--- config.mk ---
export PLATFORM = sky130hd
export DESIGN_NAME = expr_gen_flat
export DESIGN_NICKNAME = d
export VERILOG_FILES = /design/src/rtl/expr_gen_if.sv /design/src/rtl/expr_gen.sv /design/src/flat_wrapper.sv
export SDC_FILE = /design/constraint.sdc
export NUM_CORES = 1
export LEC_CHECK = 0
export CELL_PAD_IN_SITES_DETAIL_PLACEMENT = 1
export CELL_PAD_IN_SITES_GLOBAL_PLACEMENT = 1
export CORE_MARGIN = 2
export CORE_UTILIZATION = 35
export CTS_BUF_LIST = sky130_fd_sc_hd__clkbuf_16
export DETAILED_ROUTE_END_ITERATION = 12
export MAX_ROUTING_LAYER = met4
export PLACE_DENSITY_LB_ADDON = 0.1
export SYNTH_ARGS = -nofsm -noshare
export SYNTH_HDL_FRONTEND = slang
export SYNTH_SLANG_ARGS = --single-unit
--- constraint.sdc ---
create_clock -name clk -period 2.7 [get_ports clk]
set_clock_uncertainty 0.2 [all_clocks]
set_input_delay 0.54 -clock clk [delete_from_list [all_inputs] [get_ports clk]]
set_output_delay 0.54 -clock clk [all_outputs]
set_load 0.005 [all_outputs]
--- src/rtl/expr_gen_if.sv ---
// ============================================================================
// Module      : expr_gen_if
// Description : Request/stream bundle between a controller and expr_gen.
//               The controller supplies the frame request (start, len, seed),
//               the downstream stall (hold) and, when EXPR_GEN_ERR_EN is
//               defined, the inject flag. expr_gen returns the character
//               stream (out, valid, sof) and frame status (busy, done).
// Modports    : master - controller side (drives request/hold)
//               slave  - expr_gen side (drives stream/status)
// Macro       : EXPR_GEN_ERR_EN adds the inject signal.
// Revision    : 1.0 - initial release
// ============================================================================
`default_nettype none

interface expr_gen_if #(
  parameter int LEN_W = 4
);
  logic             start;
  logic [LEN_W-1:0] len;
  logic [7:0]       seed;
  logic             hold;
`ifdef EXPR_GEN_ERR_EN
  logic             inject;
`endif
  logic [7:0]       out;
  logic             valid;
  logic             sof;
  logic             busy;
  logic             done;

`ifdef EXPR_GEN_ERR_EN
  modport master (output start, len, seed, hold, inject,
                  input  out, valid, sof, busy, done);
  modport slave  (input  start, len, seed, hold, inject,
                  output out, valid, sof, busy, done);
`else
  modport master (output start, len, seed, hold,
                  input  out, valid, sof, busy, done);
  modport slave  (input  start, len, seed, hold,
                  output out, valid, sof, busy, done);
`endif
endinterface

`default_nettype wire

--- src/rtl/expr_gen.sv ---
// ============================================================================
// Module      : expr_gen
// Description : Emits an ASCII expression stream "digit (op digit)*" with
//               digits '0'-'9' and operators '+'/'*', drawn from a seeded
//               8-bit Fibonacci LFSR. One character per accepted cycle
//               (valid && !hold); done pulses once after the last accept.
// Ports       : clk  - clock, rising edge
//               clr  - asynchronous active-high reset
//               bus  - expr_gen_if.slave (start/len/seed/hold[/inject] in,
//                      out/valid/sof/busy/done out, all outputs registered)
// Macro       : EXPR_GEN_ERR_EN - adds inject; when latched high the last
//               digit is replaced by an operator, making the frame illegal.
// Revision    : 1.0 - initial release
// ============================================================================
`default_nettype none

module expr_gen #(
  parameter int LEN_W = 4
) (
  input  wire           clk,
  input  wire           clr,
  expr_gen_if.slave     bus
);

  localparam logic [1:0] S_IDLE  = 2'd0;
  localparam logic [1:0] S_DIGIT = 2'd1;
  localparam logic [1:0] S_OP    = 2'd2;
  localparam logic [1:0] S_FIN   = 2'd3;

  localparam logic [LEN_W-1:0] c_zero = '0;
  localparam logic [LEN_W-1:0] c_one  = {{(LEN_W-1){1'b0}}, 1'b1};

  logic [1:0]       r_state;
  logic [7:0]       r_lfsr;
  logic [LEN_W-1:0] r_cnt;
  logic [7:0]       r_out;
  logic             r_valid;
  logic             r_sof;
  logic             r_busy;
  logic             r_done;

  logic [7:0]       w_lfsr_next;
  logic [7:0]       w_seed;
  logic             w_accept;
  logic             w_inj_start;
  logic             w_inj_frame;

  function automatic logic [7:0] f_digit(input logic [7:0] s);
    logic [3:0] n;
    n = s[3:0];
    if (n >= 4'd10) n = n - 4'd10;
    return 8'h30 + {4'h0, n};
  endfunction

  function automatic logic [7:0] f_op(input logic [7:0] s);
    return s[0] ? 8'h2A : 8'h2B;
  endfunction

  assign w_lfsr_next = {r_lfsr[6:0], r_lfsr[7] ^ r_lfsr[5] ^ r_lfsr[4] ^ r_lfsr[3]};
  // An all-zero seed would lock the LFSR.
  assign w_seed      = (bus.seed == 8'h00) ? 8'h01 : bus.seed;
  assign w_accept    = r_valid && !bus.hold;

`ifdef EXPR_GEN_ERR_EN
  logic r_inject;

  always_ff @(posedge clk or posedge clr) begin
    if (clr) begin
      r_inject <= 1'b0;
    end else if (r_state == S_IDLE && bus.start) begin
      r_inject <= bus.inject;
    end
  end

  assign w_inj_start = bus.inject;
  assign w_inj_frame = r_inject;
`else
  assign w_inj_start = 1'b0;
  assign w_inj_frame = 1'b0;
`endif

  always_ff @(posedge clk or posedge clr) begin
    if (clr) begin
      r_state <= S_IDLE;
      r_lfsr  <= 8'h01;
      r_cnt   <= c_zero;
      r_out   <= 8'h00;
      r_valid <= 1'b0;
      r_sof   <= 1'b0;
      r_busy  <= 1'b0;
      r_done  <= 1'b0;
    end else begin
      case (r_state)
        S_IDLE: begin
          if (bus.start) begin
            r_busy <= 1'b1;
            if (bus.len != c_zero) begin
              r_state <= S_DIGIT;
              r_lfsr  <= w_seed;
              r_cnt   <= bus.len;
              // A single-digit frame's first digit is also its last one.
              r_out   <= (w_inj_start && bus.len == c_one) ? f_op(w_seed) : f_digit(w_seed);
              r_valid <= 1'b1;
              r_sof   <= 1'b1;
            end else begin
              r_state <= S_FIN;
              r_done  <= 1'b1;
            end
          end
        end

        S_DIGIT: begin
          if (w_accept) begin
            r_lfsr <= w_lfsr_next;
            r_cnt  <= r_cnt - c_one;
            r_sof  <= 1'b0;
            if (r_cnt != c_one) begin
              r_state <= S_OP;
              r_out   <= f_op(w_lfsr_next);
            end else begin
              r_state <= S_FIN;
              r_out   <= 8'h00;
              r_valid <= 1'b0;
              r_done  <= 1'b1;
            end
          end
        end

        S_OP: begin
          if (w_accept) begin
            r_lfsr  <= w_lfsr_next;
            r_sof   <= 1'b0;
            r_state <= S_DIGIT;
            // r_cnt counts digits still to emit; 1 means the next is last.
            r_out   <= (w_inj_frame && r_cnt == c_one) ? f_op(w_lfsr_next) : f_digit(w_lfsr_next);
          end
        end

        default: begin
          r_state <= S_IDLE;
          r_busy  <= 1'b0;
          r_done  <= 1'b0;
        end
      endcase
    end
  end

  assign bus.out   = r_out;
  assign bus.valid = r_valid;
  assign bus.sof   = r_sof;
  assign bus.busy  = r_busy;
  assign bus.done  = r_done;

endmodule

`default_nettype wire

--- src/flat_wrapper.sv ---
// flat-port wrapper written by rule: the top's interface ports become plain ports
module expr_gen_flat 
#(
  parameter int LEN_W = 4
)
  (clk, clr, bus_start, bus_len, bus_seed, bus_hold, bus_out, bus_valid, bus_sof, bus_busy, bus_done);
  expr_gen_if #(.LEN_W(LEN_W)) bus_i ();
  input  wire clk;
  input  wire clr;
  input wire logic [$bits(bus_i.start)-1:0] bus_start;
  input wire logic [$bits(bus_i.len)-1:0] bus_len;
  input wire logic [$bits(bus_i.seed)-1:0] bus_seed;
  input wire logic [$bits(bus_i.hold)-1:0] bus_hold;
  output wire logic [$bits(bus_i.out)-1:0] bus_out;
  output wire logic [$bits(bus_i.valid)-1:0] bus_valid;
  output wire logic [$bits(bus_i.sof)-1:0] bus_sof;
  output wire logic [$bits(bus_i.busy)-1:0] bus_busy;
  output wire logic [$bits(bus_i.done)-1:0] bus_done;
  assign bus_i.start = bus_start;
  assign bus_i.len = bus_len;
  assign bus_i.seed = bus_seed;
  assign bus_i.hold = bus_hold;
  assign bus_out = bus_i.out;
  assign bus_valid = bus_i.valid;
  assign bus_sof = bus_i.sof;
  assign bus_busy = bus_i.busy;
  assign bus_done = bus_i.done;
  expr_gen #(.LEN_W(LEN_W)) u_core (.clk(clk), .clr(clr), .bus(bus_i));
endmodule
## Word level (Yosys, flattened, before mapping)

Cells that the tools add are included.
Widths: inputs -> output; s select.

- $add $sub $neg: 5
- Multiply operators: 0
- Divide/modulo/power cells: 0
- $lt $le $gt $ge: 2
- Equal/unequal tests: 10
- Shift operators: 0
- Mux-type cells: 43
- Bitwise logic cells: 5
- Reductions and logical operators: 16

Operators by type and width:

| cell | count |
|---|---|
| $mux 8 | 9 |
| $mux 4 | 10 |
| $pmux 8 s3 | 1 |
| $pmux 8 s2 | 1 |
| $reduce_and 5->1 | 3 |
| $add 6x4->7 const A | 2 |
| $mux 1 | 12 |
| $ge 4x4->1 const B | 2 |
| $logic_not 8->1 | 1 |
| $mux 2 | 4 |
| $ne 2x1->1 const B | 4 |
| $pmux 4 s2 | 1 |
| $reduce_and 4->1 | 2 |
| $sub 4x4->4 const B | 2 |
| $ne 2x2->1 const B | 3 |
| $pmux 1 s2 | 3 |
| $pmux 2 s3 | 1 |
| $ne 4x1->1 const B | 1 |
| $reduce_bool 2->1 | 2 |
| $reduce_bool 4->1 | 1 |
| $sub 4x1->4 const B | 1 |
| $pmux 1 s3 | 1 |
| $reduce_and 3->1 | 1 |
| $reduce_bool 3->1 | 1 |
| 9 further kinds | 12 |

- Bits in registers: 26
- Bits in latches: 0
- Bits in writable memories: 0
- Memory bits (read-only): 0
- Input port bits: 16
- Output and inout bits: 12
- Logic and storage cells: 89
- Memories kept: 0

## Depth between registers and ports, before layout

- Depth after elaboration: 11
- Gate-level depth with buffers: 8
- Depth with buffers taken out: 6

## Worst setup path before layout

OpenSTA, ideal clock, no wires.

- Kind: reg2reg
- Start point: reg u_core.r_state[1]
- End point: reg u_core.r_out[1], in the netlist u_core.bus.out[1]
- Library setup time: 0.125 ns
- Arrival: 1.683 ns
- Data required time: 2.375 ns
- Setup slack: 0.691 ns
- Cell stages (with the launch flop): 8
- Buffers on the path: 1
- Period minus slack after synthesis: 2.009 ns
- Cell sequence: dfrtp_1 -> inv_1 -> ha_1 -> buf_2 -> nor2_1 -> mux2i_2 -> nor2_4 -> mux2_4

- Longest elaborated chain between the ends: 3
- Elaborated cells on any way between the ends: 10
- Classes of those cells: eq/ne (6); mux (1); reduce/logical (3)

RTL lines:

| element | line | RTL |
|---|---|---|
| start: declaration | expr_gen.sv:33 | `logic [1:0] r_state;` |
| start signal: assignment | expr_gen.sv:84 | `r_state <= S_IDLE;` |
| start signal: assignment | expr_gen.sv:98 | `r_state <= S_DIGIT;` |
| start signal: assignment | expr_gen.sv:106 | `r_state <= S_FIN;` |
| $eq 2x2->1, or another cell as far along | expr_gen.sv:93 | `case (r_state)` |
| $ne 2x1->1 (no source line), or another cell as far along | - |  |
| $reduce_and 5->1 (no source line) | - |  |
| end signal: assignment | expr_gen.sv:102 | `r_out <= (w_inj_start && bus.len == c_one) ? f_op(w_seed) : f_digit(w_seed);` |
| end signal: assignment | expr_gen.sv:119 | `r_out <= f_op(w_lfsr_next);` |
| end signal: assignment | expr_gen.sv:135 | `r_out <= (w_inj_frame && r_cnt == c_one) ? f_op(w_lfsr_next) : f_digit(w_lfsr_next);` |
| end: declaration | expr_gen.sv:36 | `logic [7:0] r_out;` |

Parallel ways exist; a longest one is shown, timed or not.
A chain may end at the register's enable or synchronous reset.

## Worst setup path in the final report

- Start point: reg u_core.r_state[1]
- End point: reg u_core.r_cnt[0]

- Longest elaborated chain between the ends: 3
- Elaborated cells on any way between the ends: 8
- Classes of those cells: eq/ne (4); mux (1); reduce/logical (3)

RTL lines:

| element | line | RTL |
|---|---|---|
| $eq 2x1->1 or $logic_not 2->1 (tied branches) | expr_gen.sv:93 |  |
| $ne 2x1->1 (no source line), or another cell as far along | - |  |
| $reduce_and 4->1 (no source line) | - |  |
| end signal: assignment | expr_gen.sv:86 | `r_cnt <= c_zero;` |
| end signal: assignment | expr_gen.sv:100 | `r_cnt <= bus.len;` |
| end signal: assignment | expr_gen.sv:115 | `r_cnt <= r_cnt - c_one;` |
| end: declaration | expr_gen.sv:35 | `logic [LEN_W-1:0] r_cnt;` |

Parallel ways exist; a longest one is shown, timed or not.

==> summary.txt <==
Logic synthesis
  • Top cells by count, synth: 23 x dfrtp_1, 20 x a21oi_1, 13 x nor2_1
  • Netlist Area Pre-Place: 0.00158 sq mm
  • Yosys top cell by area: dfrtp_1
  • Ranking of synthesized cells by area: dfrtp_1 36%, ha_1 7.1%, a21oi_1 6.3%
  • Yosys reg bits: 24
  • Top-count cell post-synth: dfrtp_1
  • Ys async rst share: 100%
  • EDFF count, synth: 0
  • Cells after synthesis: 164
  • Yosys top cell area share: 36.3%
  • Post-synth cell types: 44
  • Synth Flop Type: dfrtp_1
  • Sequential area share after synthesis: 38.0%
  • Yosys warning count: 0
  • Average size of a mapped cell: 9.66 sq um

Power
  • Max IR drop VDD: 0.688 mV
  • Leakage dissipation: 0.849 nW
  • Power Density: 1370 mW/mm^2

Worst setup path
  • Reg-to-Reg Start: u_core.r_state[1]$_DFFE_PP0P_
  • Levels on crit path: 6
  • Worst Setup EP: u_core.r_cnt[0]$_DFFE_PP0P_
  • Critical Path AT: 2.38 ns
  • R2R cell count: 6
  • CP Buf/Inv Count: 1
  • RR Endpoint: u_core.r_cnt[0]$_DFFE_PP0P_
  • Critical-path cell list: inv_1 -> ha_1 -> nand3b_1 -> a22oi_1 -> o211ai_1 -> o21ai_0
  • CP Max Fanout: 17
  • Setup crit start kind: flop
  • Crit path launch: u_core.r_state[1]$_DFFE_PP0P_
  • Crit-path slowest cell: ha_1
  • Worst endpoint required time: 2.68 ns
  • CP top delay family: compound AO/OA/AOI/OAI gates
  • Worst path max stage delay: 0.54 ns
  • Setup crit end kind: flop
  • Reg2Reg Setup Slack: 0.31 ns
  • Crit Path Class: flop to flop

Floorplan
  • Core outline area: 0.00435 sq mm
  • Die area: 0.00508 sq mm
  • Die boundary height: 71.3 um
  • Die width: 71.3 um
  • Cell Rows: 24
  • Initial Util: 36.4%
  • Ports: 28

STA
  • Final hold vios: 0
  • Slack of the critical path: 0.306 ns
  • RSZ-0062 raised after global routing: false
  • Fin crit period: 2.39 ns
  • Fmax: 0.418 GHz
  • Worst relative slew slack: 58.5%
  • Final setup violating endpoints: 0
  • Final Max Slew Viols: 0
  • Final worst-path cycle share: 88.7%
  • Worst Max-Slew Pin Slew: 0.622 ns
  • Total Neg Setup Slack: 0 ns

GRT
  • Largest net degree at the start of global routing: 18
  • Number of global-route vias before repair: 1,361
  • Initial antenna violation count: 0
  • GRT overflow: 0
  • GR Util All Layers: 17.7%
  • First-pass GRT wire length: 6960 um

Status
  • Status: complete, no violations

Min path
  • Hold/Removal Path Class: input pin to async pin

Detailed routing
  • First-pass DRT Iterations: 4
  • Via/cell ratio: 5.33
  • Routed len/inst: 16.9 um
  • Total wire length: 4080 um
  • Final antenna-violating net count: 0
  • DRC: 0
  • 1st-iter DRT viols: 64
  • Total number of vias: 1,289

Clock tree
  • CTS tree: yes
  • Worst-path clk slew: 0.07 ns
  • PostCTS Resize Cnt: 0
  • Hold Buf Count CTS: 0
  • CTS max path bufs: 2
  • # H-tree levels: 1
  • Clock Tree Root: clkbuf_16
  • Clock sink count: 24
  • Worst-Skew Late Latency: 0.27 ns
  • Total CTS buffers: 3
  • Post-CTS setup buffers: 0

Cells and area
  • Fraction of layout cells with a size suffix above 1: 10.5%
  • Finished Cell Area: 0.00199 sq mm
  • Utilization after layout: 45.8%
  • Syn-to-layout area delta: 25.8%
  • Nets@finish: 216
  • Diode count: 0

Placement
  • Hpwl dp: 3180 um
  • DP Area: 0.00189 sq mm
  • Worst slack at placement: 0.175 ns
  • IO buf count: 25
  • GP Congestion: 0.833

Run
  • Max Cap Viol: 0
-- sequential cells by signal, indices dropped and copies added (netlist names) --
signal / flops
u_core.bus.busy: 1
u_core.bus.done: 1
u_core.bus.out: 6
u_core.bus.sof: 1
u_core.bus.valid: 1
u_core.r_cnt: 4
u_core.r_lfsr: 8
u_core.r_state: 2
-- routing by layer --
layer	track usage, %	part of all wire, %	wire [um]
met5	-	0	0
met4	3.14	0.20	8
met3	3.52	3.6	148
met2	27.5	46	1890
met1	24.5	50	2030
-- how the worst min path moves through the flow --
| stage | start | to | slack [ns] | cells after the start |
|---|---|---|---|---|
| CTS | clr | u_core.r_state[0]$_DFFE_PP0P_ | 0.28 | 2 |
| detailed placement | u_core.bus.out[5]$_DFFE_PP0P_ | u_core.bus.out[5]$_DFFE_PP0P_ | 0.31 | 1 |
| global route | clr | u_core.r_state[0]$_DFFE_PP0P_ | 0.31 | 2 |
| finish | clr | u_core.r_state[0]$_DFFE_PP0P_ | 0.28 | 2 |
| global placement | u_core.bus.out[3]$_DFFE_PP0P_ | u_core.bus.out[3]$_DFFE_PP0P_ | 0.30 | 1 |
| floorplan | u_core.r_lfsr[6]$_DFFE_PP0P_ | u_core.r_lfsr[6]$_DFFE_PP0P_ | 0.29 | 2 |
-- stage by stage --
step	hold slack, ns	power [mW]	instances
5_1_grt	0.310	2.97	242
6_report	0.277	2.74	242
2_1_floorplan	0.295	1.84	165
3_3_place_gp	0.300	2.23	238
3_5_place_dp	0.309	2.32	238
4_1_cts	0.284	2.76	242
-- placed cells by master, fill, tap and decap left out, types with 2 or more instances in the layout --
cell	Yosys	routed
a21oi_1	20	20
mux2i_1	10	10
buf_4	3	4
nand3_1	4	4
inv_1	12	12
nor3b_1	2	2
nor3_1	2	2
o31ai_1	3	3
nand2b_1	7	7
o21ai_0	12	12
clkbuf_16	0	3
nand2_1	5	5
dfrtp_1	23	23
nor2_1	13	13
mux2_4	4	4
xnor2_1	3	3
clkdlybuf4s50_1	0	25
nand3b_1	2	2
ha_1	9	9
conb_1	1	2
-- power by group --
part	total [mW]	internal, mW	switching, mW
Sequential	0.721	0.554	0.167
Clock	0.436	0.295	0.140
Combinational	1.58	0.771	0.809
-- layout make-up --
cell class / count / area [sq um]
repair buffers: 29 / 280
well taps: 52 / 65.1
clock buffers: 3 / 75.1
flip-flops and latches: 24 / 602
inverters: 12 / 45.0
fillers: 495 / 2360
clock inverters: 1 / 30.0
multi-input cells: 121 / 896
-- kinds of logic after synthesis --
logic type / synth area share, %
muxes: 11.7
adders and majority gates: 7.11
AOI/OAI and AO/OA: 22.2
other: 0.237
and+or+nand+nor: 13.4
buffers and inverters: 5.69
DFF: 38.0
xor gates and xnor gates: 1.66
No activity file was read; power rests on OpenSTA's default activity.
